$ cat config.mk
export PLATFORM = sky130hd
export DESIGN_NAME = fpu_issue_queue
export DESIGN_NICKNAME = d
export VERILOG_FILES = /design/src/rtl/fpu_issue_queue.sv
export SDC_FILE = /design/constraint.sdc
export NUM_CORES = 1
export LEC_CHECK = 0
export ABC_CLOCK_PERIOD_IN_PS = 3800
export CORE_ASPECT_RATIO = 1.2
export CORE_MARGIN = 4
export CORE_UTILIZATION = 33
export CTS_CLUSTER_SIZE = 20
export DETAILED_ROUTE_END_ITERATION = 8
export PLACE_DENSITY = 0.6
export SKIP_LAST_GASP = 1
export SLEW_MARGIN = 20
export SYNTH_ARGS = -nofsm -noshare
export SYNTH_HDL_FRONTEND = slang
export SYNTH_SLANG_ARGS = --single-unit
export TNS_END_PERCENT = 10
$ cat constraint.sdc
create_clock -name clk -period 3.8 [get_ports clk]
set_input_delay 0.76 -clock clk [delete_from_list [all_inputs] [get_ports clk]]
set_output_delay 0.76 -clock clk [all_outputs]
set_load 0.02 [all_outputs]
$ cat src/rtl/fpu_issue_queue.sv
// Command FIFO in front of a fixed-latency FPU: pops one command at a time, waits LATENCY
// cycles for the result and holds it for downstream until accepted.
module fpu_issue_queue #(
    parameter int unsigned DEPTH   = 4,
    parameter int unsigned LATENCY = 10
) (
    input  logic                   clk,
    input  logic                   reset,
    input  logic                   in_valid,
    output logic                   in_ready,
    input  logic [31:0]            in_A,
    input  logic [31:0]            in_B,
    input  logic [1:0]             in_Sel,
    input  logic [1:0]             in_round,
    output logic [31:0]            fpu_A,
    output logic [31:0]            fpu_B,
    output logic [1:0]             fpu_Sel,
    output logic [1:0]             fpu_round,
    output logic                   fpu_start,
    input  logic [31:0]            fpu_Y,
    input  logic                   fpu_Overflow,
    input  logic                   fpu_Error,
    output logic                   out_valid,
    input  logic                   out_ready,
    output logic [31:0]            out_Y,
    output logic                   out_Overflow,
    output logic                   out_Error,
    output logic [1:0]             out_Sel,
    output logic [$clog2(DEPTH):0] count,
    output logic                   busy
);

    localparam int unsigned PtrW = $clog2(DEPTH);
    localparam int unsigned CntW = PtrW + 1;
    localparam int unsigned LatW = $clog2(LATENCY + 1);

    typedef enum logic [1:0] {StIdle, StWait, StHold} state_e;

    typedef struct packed {
        logic [31:0] a;
        logic [31:0] b;
        logic [1:0]  sel;
        logic [1:0]  rnd;
    } cmd_t;

    cmd_t            mem_q [DEPTH];
    logic [PtrW-1:0] wr_ptr_q, wr_ptr_d, rd_ptr_q, rd_ptr_d;
    logic [CntW-1:0] count_q, count_d;
    state_e          state_q, state_d;
    logic [LatW-1:0] lat_q, lat_d;
    cmd_t            fpu_cmd_q, fpu_cmd_d;
    logic            fpu_start_q, fpu_start_d;
    logic            out_valid_q, out_valid_d;
    logic [31:0]     out_y_q, out_y_d;
    logic            out_ovf_q, out_ovf_d;
    logic            out_err_q, out_err_d;
    logic [1:0]      out_sel_q, out_sel_d;
    logic            push, pop;

    // Ready comes from the registered count only, so a full queue never accepts even when popping.
    assign in_ready = (count_q < CntW'(DEPTH));
    assign push     = in_valid && in_ready;

    always_comb begin
        state_d     = state_q;
        lat_d       = lat_q;
        fpu_cmd_d   = fpu_cmd_q;
        fpu_start_d = 1'b0;
        out_valid_d = out_valid_q;
        out_y_d     = out_y_q;
        out_ovf_d   = out_ovf_q;
        out_err_d   = out_err_q;
        out_sel_d   = out_sel_q;
        pop         = 1'b0;
        unique case (state_q)
            StIdle: begin
                if (count_q != '0) begin
                    pop         = 1'b1;
                    fpu_cmd_d   = mem_q[rd_ptr_q];
                    fpu_start_d = 1'b1;
                    lat_d       = LatW'(LATENCY);
                    state_d     = StWait;
                end
            end
            StWait: begin
                if (lat_q == LatW'(1)) begin
                    out_y_d     = fpu_Y;
                    out_ovf_d   = fpu_Overflow;
                    out_err_d   = fpu_Error;
                    out_sel_d   = fpu_cmd_q.sel;
                    out_valid_d = 1'b1;
                    state_d     = StHold;
                end else begin
                    lat_d = lat_q - LatW'(1);
                end
            end
            StHold: begin
                if (out_ready) begin
                    out_valid_d = 1'b0;
                    state_d     = StIdle;
                end
            end
            default: state_d = StIdle;
        endcase
    end

    always_comb begin
        wr_ptr_d = push ? wr_ptr_q + PtrW'(1) : wr_ptr_q;
        rd_ptr_d = pop ? rd_ptr_q + PtrW'(1) : rd_ptr_q;
        count_d  = count_q;
        if (push && !pop) begin
            count_d = count_q + CntW'(1);
        end else if (pop && !push) begin
            count_d = count_q - CntW'(1);
        end
    end

    // Queue storage needs no reset: entries are only read behind the write pointer.
    always_ff @(posedge clk) begin
        if (push) begin
            mem_q[wr_ptr_q] <= '{a: in_A, b: in_B, sel: in_Sel, rnd: in_round};
        end
    end

    always_ff @(posedge clk) begin
        if (reset) begin
            state_q     <= StIdle;
            wr_ptr_q    <= '0;
            rd_ptr_q    <= '0;
            count_q     <= '0;
            lat_q       <= '0;
            fpu_cmd_q   <= '0;
            fpu_start_q <= 1'b0;
            out_valid_q <= 1'b0;
            out_y_q     <= '0;
            out_ovf_q   <= 1'b0;
            out_err_q   <= 1'b0;
            out_sel_q   <= '0;
        end else begin
            state_q     <= state_d;
            wr_ptr_q    <= wr_ptr_d;
            rd_ptr_q    <= rd_ptr_d;
            count_q     <= count_d;
            lat_q       <= lat_d;
            fpu_cmd_q   <= fpu_cmd_d;
            fpu_start_q <= fpu_start_d;
            out_valid_q <= out_valid_d;
            out_y_q     <= out_y_d;
            out_ovf_q   <= out_ovf_d;
            out_err_q   <= out_err_d;
            out_sel_q   <= out_sel_d;
        end
    end

    assign fpu_A        = fpu_cmd_q.a;
    assign fpu_B        = fpu_cmd_q.b;
    assign fpu_Sel      = fpu_cmd_q.sel;
    assign fpu_round    = fpu_cmd_q.rnd;
    assign fpu_start    = fpu_start_q;
    assign out_valid    = out_valid_q;
    assign out_Y        = out_y_q;
    assign out_Overflow = out_ovf_q;
    assign out_Error    = out_err_q;
    assign out_Sel      = out_sel_q;
    assign count        = count_q;
    assign busy         = (state_q != StIdle);

endmodule
==> summary.txt, run 1 <==
Clocking
  – Clk Latency, worst-skew pair: 0.53 ns
  – Hold buffer count at cts: 0
  – Post-CTS setup buffer count: 0
  – Post-cts sizing count: 0
  – Clk buf depth: 3
  – Num CTS Buffers: 40
  – Clock slew at the register clock pins of the worst setup and hold paths: 0.06 ns
  – CTS sink cnt: 391
  – H-tree depth: 2
  – CTS tree: yes
  – Root cell of the clock tree: clkbuf_16

Place
  – HPWL Detailed: 19,500 µm
  – GP Congestion: 0.761
  – Port Buf Inserts: 216
  – Worst slack, placed: 0.983 ns

Setup path
  – CP startpoint: state_q[1]
  – Critical R2R Capture: count[2]
  – Slowest CP cell: clkdlybuf4s50_1
  – FF-to-FF path depth: 8
  – R2r setup slk: 1.52 ns
  – Worst setup EP type: primary output
  – CP Data Required Time: 3.04 ns
  – Crit path DAT: 1.88 ns
  – Critical path class: flip-flop to primary output
  – Worst Path Max Fanout: 7
  – Reg-to-reg startpoint: count[0]
  – Critical path startpoint category: flip-flop
  – CP Cell Sequence: nor2_4 -> inv_2 -> clkdlybuf4s50_1
  – Crit-path max cell delay: 0.66 ns
  – Crit path capture: busy

Power
  – Int Pwr: 9.22 mW
  – Comb pwr share: 27.1%
  – Net Sw Frac: 29.6%
  – IR drop worst, VDD: 0.505 mV
  – Overall Power: 13.1 mW
  – P per Cell Area: 725 nW/µm²
  – Net Switching: 3.88 mW
  – Leak Pwr: 5.90 nW
  – Seq pwr share: 44.4%
  – Clk pwr share: 28.5%

Hold path
  – HP Class: flip-flop to flip-flop

Synth
  – XOR/XNOR Fraction of Synth Area: 0.188%
  – Post-synthesis mux area share: 11.2%
  – Syn Nets: 874
  – Number of synthesized flops with an enable pin: 272
  – Synth async-reset ratio: 0%
  – Syn Inst Count: 760
  – Unique masters post-synth: 42
  – Synth Area in Simple Gates: 2.91%
  – Largest family of logic cells by synthesized area: multiplexers
  – Synthesized flop and latch total: 391
  – Synth warn: 0
  – Cell Area, Synth: 14,000 µm²
  – Sequential fraction of the synthesis area: 75.4%
  – Synth Area in Compound Gates: 7.59%
  – Post-Synth Adder-Cell Area: 0.770%
  – Avg Cell Area, Syn: 18.4 µm²
  – Post-synth top flop: edfxtp_1

STA
  – Fin crit period: 2.64 ns
  – Fmax: 0.379 GHz
  – WHS: 0.460 ns
  – Slew HR: 41.2%
  – Final Skew: 0.0120 ns
  – RSZ-0062 raised after global routing: false
  – Pins over their slew limit: 0
  – Final count of hold timing violations: 0
  – Worst Max-Slew Pin Slew: 0.882 ns
  – Tcrit/Tclk final: 69.5%
  – Final WS setup: 1.16 ns
  – Setup TNS: 0 ns
  – Final setup violation count: 0

Final layout
  – # fillers: 3,702
  – Layout cells sized above 1: 16.3%
  – Area of the multi-input gates: 3180 µm²
  – Commonest non-fill, non-tap cell in the layout: edfxtp_1
  – Commonest non-fill, non-tap cells in the layout: 272 x edfxtp_1, 215 x clkdlybuf4s50_1, 117 x dfxtp_1, 68 x mux4_2, 68 x a22o_1
  – Growth of design area from synthesis to finish: 29.3%
  – Nets@finish: 1,099
  – FF/Latch Area: 10,600 µm²

Route
  – DR vias/cell: 4.87
  – Iter 0 DRT Violations: 417
  – DR vias: 7,609
  – DRT Pass-1 Iters: 5
  – Wire per inst: 20.1 µm
  – Residual DRC: 0
  – Final antenna-violating net count: 0
  – Drt total wl: 31,400 µm

Global routing
  – Global route overflow: 0
  – Initial antenna violation count: 5
  – First-pass GRT wire length: 47,800 µm
  – Gr usage total: 13.4%
  – Number of global-route vias before repair: 7,875
  – Largest net degree at the start of global routing: 58

Floorplan
  – Starting Density: 33.4%
  – Chip height: 233 µm
  – Die Width: 196 µm
  – Die ar.: 45,700 µm²
  – I/O pin count: 217
  – Row count: 82
  – Core area: 41,900 µm²

Outcome
  – Status: finished, final reports clean

Flow run
  – Max cap viols: 0
-- power by group through the flow --
stage	Clock (mW)	Combinational, mW	Sequential, mW
after detailed placement	0	3.63	5.93
final	3.73	3.56	5.82
after global placement	0	3.60	5.93
after global routing	4.03	3.83	5.94
after floorplan	0	1.94	6.05
after CTS	3.88	3.64	5.86
-- state kept, by name (all words and copies together), names as in the netlist, 3 cells and up --
signal  cells
lat_q       4
fpu_B      32
out_Y      32
fpu_A      32
mem_q     272
count       3
-- area by class of cell --
class | instances | share of cell area (%)
multi-input cells | 309 | 17.6
repair buffers | 236 | 13.0
inverters | 7 | 0.145
clock inverters | 13 | 0.450
diodes | 1 | 0.0138
clock buffers | 60 | 6.58
flip-flops and latches | 391 | 58.4
well taps | 546 | 3.78
-- cell usage after synthesis, drive strengths merged (2+ instances only) --
cell type	instances	area share (%)
nor2	7	0.24
a31oi	2	0.089
a22o	68	4.3
a21oi	42	1.6
nand3	37	1.3
clkbuf	28	0.75
mux4	68	11
o21ai	38	1.4
edfxtp	272	58
dfxtp	119	17
buf	25	0.98
or3b	3	0.19
nor3	2	0.15
o31ai	2	0.11
nand2	5	0.13
nand3b	2	0.11
mux2i	2	0.14
and2	4	0.18
nor2b	4	0.18
xor2	2	0.13
ha	7	0.63
or3	4	0.21
inv	7	0.19
nand2b	2	0.089
-- critical path, delay by kind of cell (launching register included) --
family	cells	cell delay, ns
buffers and inverters	2	0.77
flip-flops	1	0.49
AND/OR/NAND/NOR	1	0.09
-- routing by layer --
metal	part of all wire (%)	global-route usage, %	up-vias	routed length (µm)
met4	1.8	3.36	8	573
met1	42	16.8	3849	13000
met3	7.2	4.04	43	2250
met2	49	22.8	210	15500
li1	-	-	3499	-
met5	0.19	0	-	61
-- worst min path at each step --
stage | end | slack [ns] | start | cells past startpoint
floorplan | lat_q[2] | 0.46 | lat_q[2] | 2
global placement | out_valid | 0.44 | out_valid | 2
detailed placement | out_valid | 0.46 | out_valid | 2
CTS | out_valid | 0.47 | out_valid | 2
global route | out_valid | 0.49 | out_valid | 2
finish | out_valid | 0.46 | out_valid | 2
-- cell families after synthesis --
family,Yosys count
compound gates,155
simple gates,72
buf+inv,60
mux,71
xor+xnor,3
fa+ha+maj,8
flops,391
-- stage by stage --
| stage | std cells | area [µm²] | util [%] |
|---|---|---|---|
| after detailed placement | 1489 | 16800 | 40.2 |
| after global placement | 1489 | 16800 | 40.1 |
| after CTS | 1562 | 18100 | 43.2 |
| after global routing | 1562 | 18100 | 43.2 |
| final | 1563 | 18100 | 43.2 |
| after floorplan | 760 | 14000 | - |
Note: power is estimated with default switching activity, not from simulation.
==> inputs of run 2 (changes only) <==
--- a/config.mk
+++ b/config.mk
@@ -5,13 +5,13 @@
 export SDC_FILE = /design/constraint.sdc
 export NUM_CORES = 1
 export LEC_CHECK = 0
-export ABC_CLOCK_PERIOD_IN_PS = 3800
+export ABC_CLOCK_PERIOD_IN_PS = 2400
 export CORE_ASPECT_RATIO = 1.2
 export CORE_MARGIN = 4
 export CORE_UTILIZATION = 33
 export CTS_CLUSTER_SIZE = 20
 export DETAILED_ROUTE_END_ITERATION = 8
-export PLACE_DENSITY = 0.6
+export PLACE_DENSITY = 0.62
 export SKIP_LAST_GASP = 1
 export SLEW_MARGIN = 20
 export SYNTH_ARGS = -nofsm -noshare
==> constraint.sdc (replaced) <==
create_clock -name clk -period 2.4 [get_ports clk]
set_input_delay 0.48 -clock clk [delete_from_list [all_inputs] [get_ports clk]]
set_output_delay 0.48 -clock clk [all_outputs]
set_load 0.02 [all_outputs]
==> run 2 against run 1 <==
Sequential power grew 55%. Via count grew 1.4%. Wire length grew 0.34%. Final cell count grew 0.77%. Setup slack lost 1.0 ns. Clock skew shrank 0.0043 ns. Worst hold slack lost 0.10 ns. Clock power grew 67%. Register-to-register slack lost 1.4 ns. Utilization grew 0.75 points. Critical path type is now flip-flop to flip-flop. Critical endpoint is now count[2]. Largest power group unchanged.
==> summary.txt, run 2 (synthesis gave the netlist of run 1 again) <==
Outcome
  – Status: finished, final reports clean

Floorplan
  – Starting Density: 33.4% (unchanged)
  – Row count: 82 (unchanged)
  – I/O pin count: 217 (unchanged)
  – Die Width: 196 µm (unchanged)
  – Core area: 41,900 µm² (unchanged)
  – Die ar.: 45,700 µm² (unchanged)
  – Chip height: 233 µm (unchanged)

Global routing
  – First-pass GRT wire length: 48,900 µm (+2.2%)
  – Met3 usage: 3.85% (-0.19 points)
  – Gr usage total: 13.6% (+0.21 points)
  – Met2 Resource Use GR: 22.5% (-0.27 points)
  – Global route overflow: 0 (unchanged)
  – Initial antenna violation count: 3 (-2)
  – Number of global-route vias before repair: 8,231 (+4.5%)
  – Largest net degree at the start of global routing: 71 (+22%)
  – Met1 Resource Use GR: 17.9% (+1.1 points)
  – GR peak layer: met2

Setup path
  – R2r setup slk: 0.12 ns (-1.40 ns)
  – Reg-to-reg startpoint: count[0]
  – Critical path startpoint category: flip-flop
  – CP Data Required Time: 2.86 ns (-0.18 ns)
  – Critical R2R Capture: count[2]
  – Worst setup EP type: flip-flop
  – Crit path DAT: 2.73 ns (+0.85 ns)
  – Worst Path Max Fanout: 5 (-2)
  – FF-to-FF path depth: 8 (unchanged)
  – Critical path class: flip-flop to flip-flop

STA
  – Fmax: 0.439 GHz
  – Tcrit/Tclk final: 94.9%
  – Final WS setup: 0.123 ns (-1.04 ns)
  – Setup TNS: 0 ns (unchanged)
  – Fin crit period: 2.28 ns
  – Worst Max-Slew Pin Slew: 0.551 ns (-0.331 ns)
  – RSZ-0062 raised after global routing: false
  – Final count of hold timing violations: 0 (unchanged)
  – Final Skew: 0.00768 ns (-0.00429 ns)
  – WHS: 0.356 ns (-0.105 ns)
  – Slew HR: 63.3% (+22 points)
  – Final setup violation count: 0 (unchanged)
  – Pins over their slew limit: 0 (unchanged)

Final layout
  – Post-route cell area: 18,400 µm² (+1.7%)
  – Ant diodes: 0 (-1)
  – Util after Layout: 43.9% (+0.75 points)
  – Post-route insts no fill: 1,575 (+0.77%)
  – Nets@finish: 1,111 (+1.1%)
  – # fillers: 3,709 (+0.19%)
  – Growth of design area from synthesis to finish: 31.5%
  – Most flops, register: mem_q
  – Commonest non-fill, non-tap cell in the layout: edfxtp_1
  – Layout cells sized above 1: 18.0% (+1.6 points)
  – Commonest non-fill, non-tap cells in the layout: 272 x edfxtp_1, 214 x clkdlybuf4s50_1, 117 x dfxtp_1, 68 x mux4_2, 68 x a22o_1
  – Largest register FFs: 272 (unchanged)

Route
  – DRT Pass-1 Iters: 5 (unchanged)
  – Residual DRC: 0 (unchanged)
  – DR vias/cell: 4.90 (+0.66%)
  – DR vias: 7,718 (+1.4%)
  – Final antenna-violating net count: 0 (unchanged)
  – Iter 0 DRT Violations: 553 (+33%)
  – Wire per inst: 20.0 µm (-0.43%)
  – Drt total wl: 31,500 µm (+0.34%)

Clocking
  – CTS tree: yes
  – Root cell of the clock tree: clkbuf_16
  – Clock slew at the register clock pins of the worst setup and hold paths: 0.06 ns (about the same)
  – Post-CTS setup buffer count: 0 (unchanged)
  – Clk buf depth: 3 (unchanged)
  – Num CTS Buffers: 40 (unchanged)
  – CTS sink cnt: 391 (unchanged)
  – H-tree depth: 2 (unchanged)
  – Clk Latency, worst-skew pair: 0.53 ns (about the same)

Hold path
  – Hold_sp: reset
  – Hold path depth: 2 (unchanged)
  – WHS Endpoint: wr_ptr_q[0]
  – HP Class: input port to flip-flop

Place
  – Dpl cells: 1,501 (+0.81%)
  – Post-DP Area: 17,000 µm² (+1.4%)
  – HPWL Detailed: 20,200 µm (+3.4%)
  – Worst slack, placed: -0.0541 ns (-1.04 ns)
  – GP Congestion: 0.720 (-5.4%)
  – Port Buf Inserts: 216 (unchanged)

Power
  – P per Cell Area: 1160 nW/µm² (+61%)
  – IR drop worst, VDD: 0.754 mV (+49%)
  – Int Pwr: 15.1 mW (+64%)
  – Overall Power: 21.4 mW (+63%)
  – Net Sw Frac: 29.4% (-0.23 points)
  – Net Switching: 6.29 mW (+62%)
  – Comb pwr share: 28.8% (+1.7 points)
  – Leak Pwr: 6.06 nW (+2.7%)
  – Seq pwr share: 42.0% (-2.4 points)
  – Clk pwr share: 29.2% (+0.7 points)

Flow run
  – Max cap viols: 0 (unchanged)
## run 2: what timing repair did
| item | in CTS | in global routing |
|---|---|---|
| endpoints found under the setup margin | 0 | 1 |
| resized for setup | 0 | 1 |
| hold buffers | 0 | 0 |
## run 2: final cells by class
type	count	area [µm²]	area share (%)
tap	546	683	3.71
clock buffer	56	1160	6.32
clock inverter	18	184	1.00
inverter	7	26.3	0.143
multi-input combinational	309	3180	17.3
timing repair buffer	248	2600	14.1
sequential	391	10600	57.4
## run 2: how the worst max path moves through the flow
stage / from / endpoint / slack (ns) / depth (start not counted)
after floorplan: in_valid / mem_q[3][0] / -0.49 / 3
after global placement: in_valid / count[2] / -0.03 / 8
after detailed placement: in_valid / count[2] / -0.05 / 8
after CTS: state_q[1] / busy / 0.02 / 3
after global routing: count[0] / count[2] / 0.006 / 8
final: count[0] / count[2] / 0.12 / 8
## run 2: metal layers
metal  wire, µm  share of wire, %  up-vias
li1           -                 -     3524
met1      13900                44     3914
met2      15100                48      229
met3       1950               6.2       45
met4        533               1.7        6
met5         47              0.15        -
## run 2: power by group through the flow
| stage | clock, mW | sequential (mW) | combinational (mW) |
|---|---|---|---|
| global route | 6.73 | 9.14 | 6.63 |
| floorplan | 0 | 9.58 | 3.07 |
| CTS | 6.44 | 9.03 | 6.31 |
| detailed placement | 0 | 9.16 | 6.28 |
| finish | 6.24 | 9.00 | 6.17 |
| global placement | 0 | 9.14 | 6.26 |
## run 2: critical path, cell delays in order (launching register included)
cell     delay, ns
dfxtp_1       0.37
or3_4         0.44
nand2_1       0.16
ha_1          0.20
inv_1         0.06
fa_1          0.37
xor2_1        0.18
or3_1         0.31
a21oi_1       0.14
==> RTL change, RTL diff (config.mk and constraints of run 1) <==
Put one more register stage on the output `count`, cleared by the reset. The value now appears one clock later. The other outputs are not delayed to match. Comments in the files are not updated.
--- a/src/rtl/fpu_issue_queue.sv
+++ b/src/rtl/fpu_issue_queue.sv
@@ -162,7 +162,13 @@
     assign out_Overflow = out_ovf_q;
     assign out_Error    = out_err_q;
     assign out_Sel      = out_sel_q;
-    assign count        = count_q;
+    always_ff @(posedge clk) begin
+        if (reset) begin
+            count <= '0;
+        end else begin
+            count <= count_q;
+        end
+    end
     assign busy         = (state_q != StIdle);
 
 endmodule
Check against the original RTL: not equivalent (a bounded check fails within 4 cycles, from zero or initial values and one cycle with reset high).
==> RTL change against run 1 <==
Core utilization is 0.41 points higher. Sequential cell count is 3 higher. Sequential power hardly changed. Total power is 2.8% higher. Sequential share of layout area is 0.37 points lower. Area after synthesis is 0.54% higher. Die area is 0.52% higher. Wire length is 0.45% lower. Worst setup slack better by 18 ps. Design area is 1.2% higher. Critical path type unchanged. Largest cell class unchanged. Highest routed layer unchanged.
==> RTL change: results (changes against run 1) <==
hold_sp=out_Y[19]; Vias/cell=4.87 (about the same); metal1 wirelength=13,400 um (+2.8%); DP HPWL=19,000 um (-2.7%); Clock Skew=13.2 ps (+1.26 ps); met1 Use GR=0.173 (+0.00468); Pleak=5.99 nW (+1.6%); GR Util met3=0.0355 (-0.00490); worst hold-check path type=reg2reg; Min-Delay Endpoint=out_Y[19]; clock latency on the worst-skew pair=530 ps (about the same); global-route wire length before repair=47,800 um (about the same); vias in the first global route=8,043 (+2.1%); metal3 WL=2180 um (-3.2%); Total Routing Usage GR=0.132 (-0.00151); RePlAce Congestion=0.742 (-2.5%); syn nets=880 (+0.69%); antenna violations before repair=4 (-1); dominant cells by area after synthesis=edfxtp_1 (58%), dfxtp_1 (17%), mux4_2 (11%); H-tree Lvls=2 (unchanged); Critical Path AT=1860 ps (-20 ps); share of layout cells above drive strength 1=0.169 (+0.00523); status=complete, no violations; peak supply drop=0.386 mV (-24%); R2R Path End=count_q[2]; Place WS=961 ps (-22.0 ps); Num CTS Buffers=41 (+2.5%); metal2 WL=15,000 um (-3.0%); fin nets=1,107 (+0.73%); worst relative slew slack=0.498 (+0.0857); top cells by count, synth=edfxtp_1 (272), dfxtp_1 (122), a22o_1 (68), mux4_2 (68), a21oi_1 (41); reg2reg start=count_q[0]; Seq/Total Area, Yosys=0.755 (about the same); met2 Resource Use GR=0.221 (-0.00693); final WL=31,300 um (-0.45%); worst-case reg-to-reg path depth=8 (unchanged)
==> RTL change: cell types whose count changed after synthesis, sizes merged <==
cell | before | now
buf | 25 | 27
clkbuf | 28 | 26
dfxtp | 119 | 122
nor2 | 7 | 8
nor2b | 4 | 6
==> RTL change: power by group <==
part / internal [mW] / total, mW / switching, mW / leakage [nW]
Sequential: 5.30 / 5.82 / 0.519 / 3.49
Clock: 2.44 / 4.06 / 1.62 / 0.672
Combinational: 1.80 / 3.59 / 1.80 / 1.83
==> RTL change: cell families after synthesis <==
kind of cell | count (synthesis) | share of synthesized area
AOI/OAI and AO/OA | 155 | 0.0755
xor gates and xnor gates | 3 | 0.00187
adders and majority gates | 8 | 0.00765
buffers and inverters | 60 | 0.0190
DFF | 394 | 0.755
muxes | 71 | 0.111
and+or+nand+nor | 75 | 0.0301
==> RTL change: worst min-delay path, cell delays in order (launching register included) <==
cell,delay (ps)
dfxtp_1,300
o21ai_0,60
a21oi_1,60
==> RTL change: layout make-up <==
cell class	instances	area, um2
sequential	394	10600
fill	3720	23700
tap	546	683
multi-input combinational	312	3200
antenna	1	2.50
timing repair buffer	237	2390
inverter	7	26.3
clock buffer	52	1120
clock inverter	24	260
==> RTL change: worst max-delay path by stage <==
stage / endpoint / slack (ps) / depth (start not counted)
after global routing: busy / 1090 / 3
after floorplan: mem_q[1][0] / 630 / 3
after detailed placement: count_q[2] / 960 / 9
after global placement: count_q[2] / 970 / 9
after CTS: busy / 1140 / 3
final: busy / 1180 / 3
==> RTL change: metrics by stage <==
stage	std cells	hold WS, ps	instance area, um2
3_3_place_gp	1496	449	16900
2_1_floorplan	766	461	14100
5_1_grt	1573	491	18300
3_5_place_dp	1496	465	16900
4_1_cts	1572	473	18300
6_report	1573	473	18300
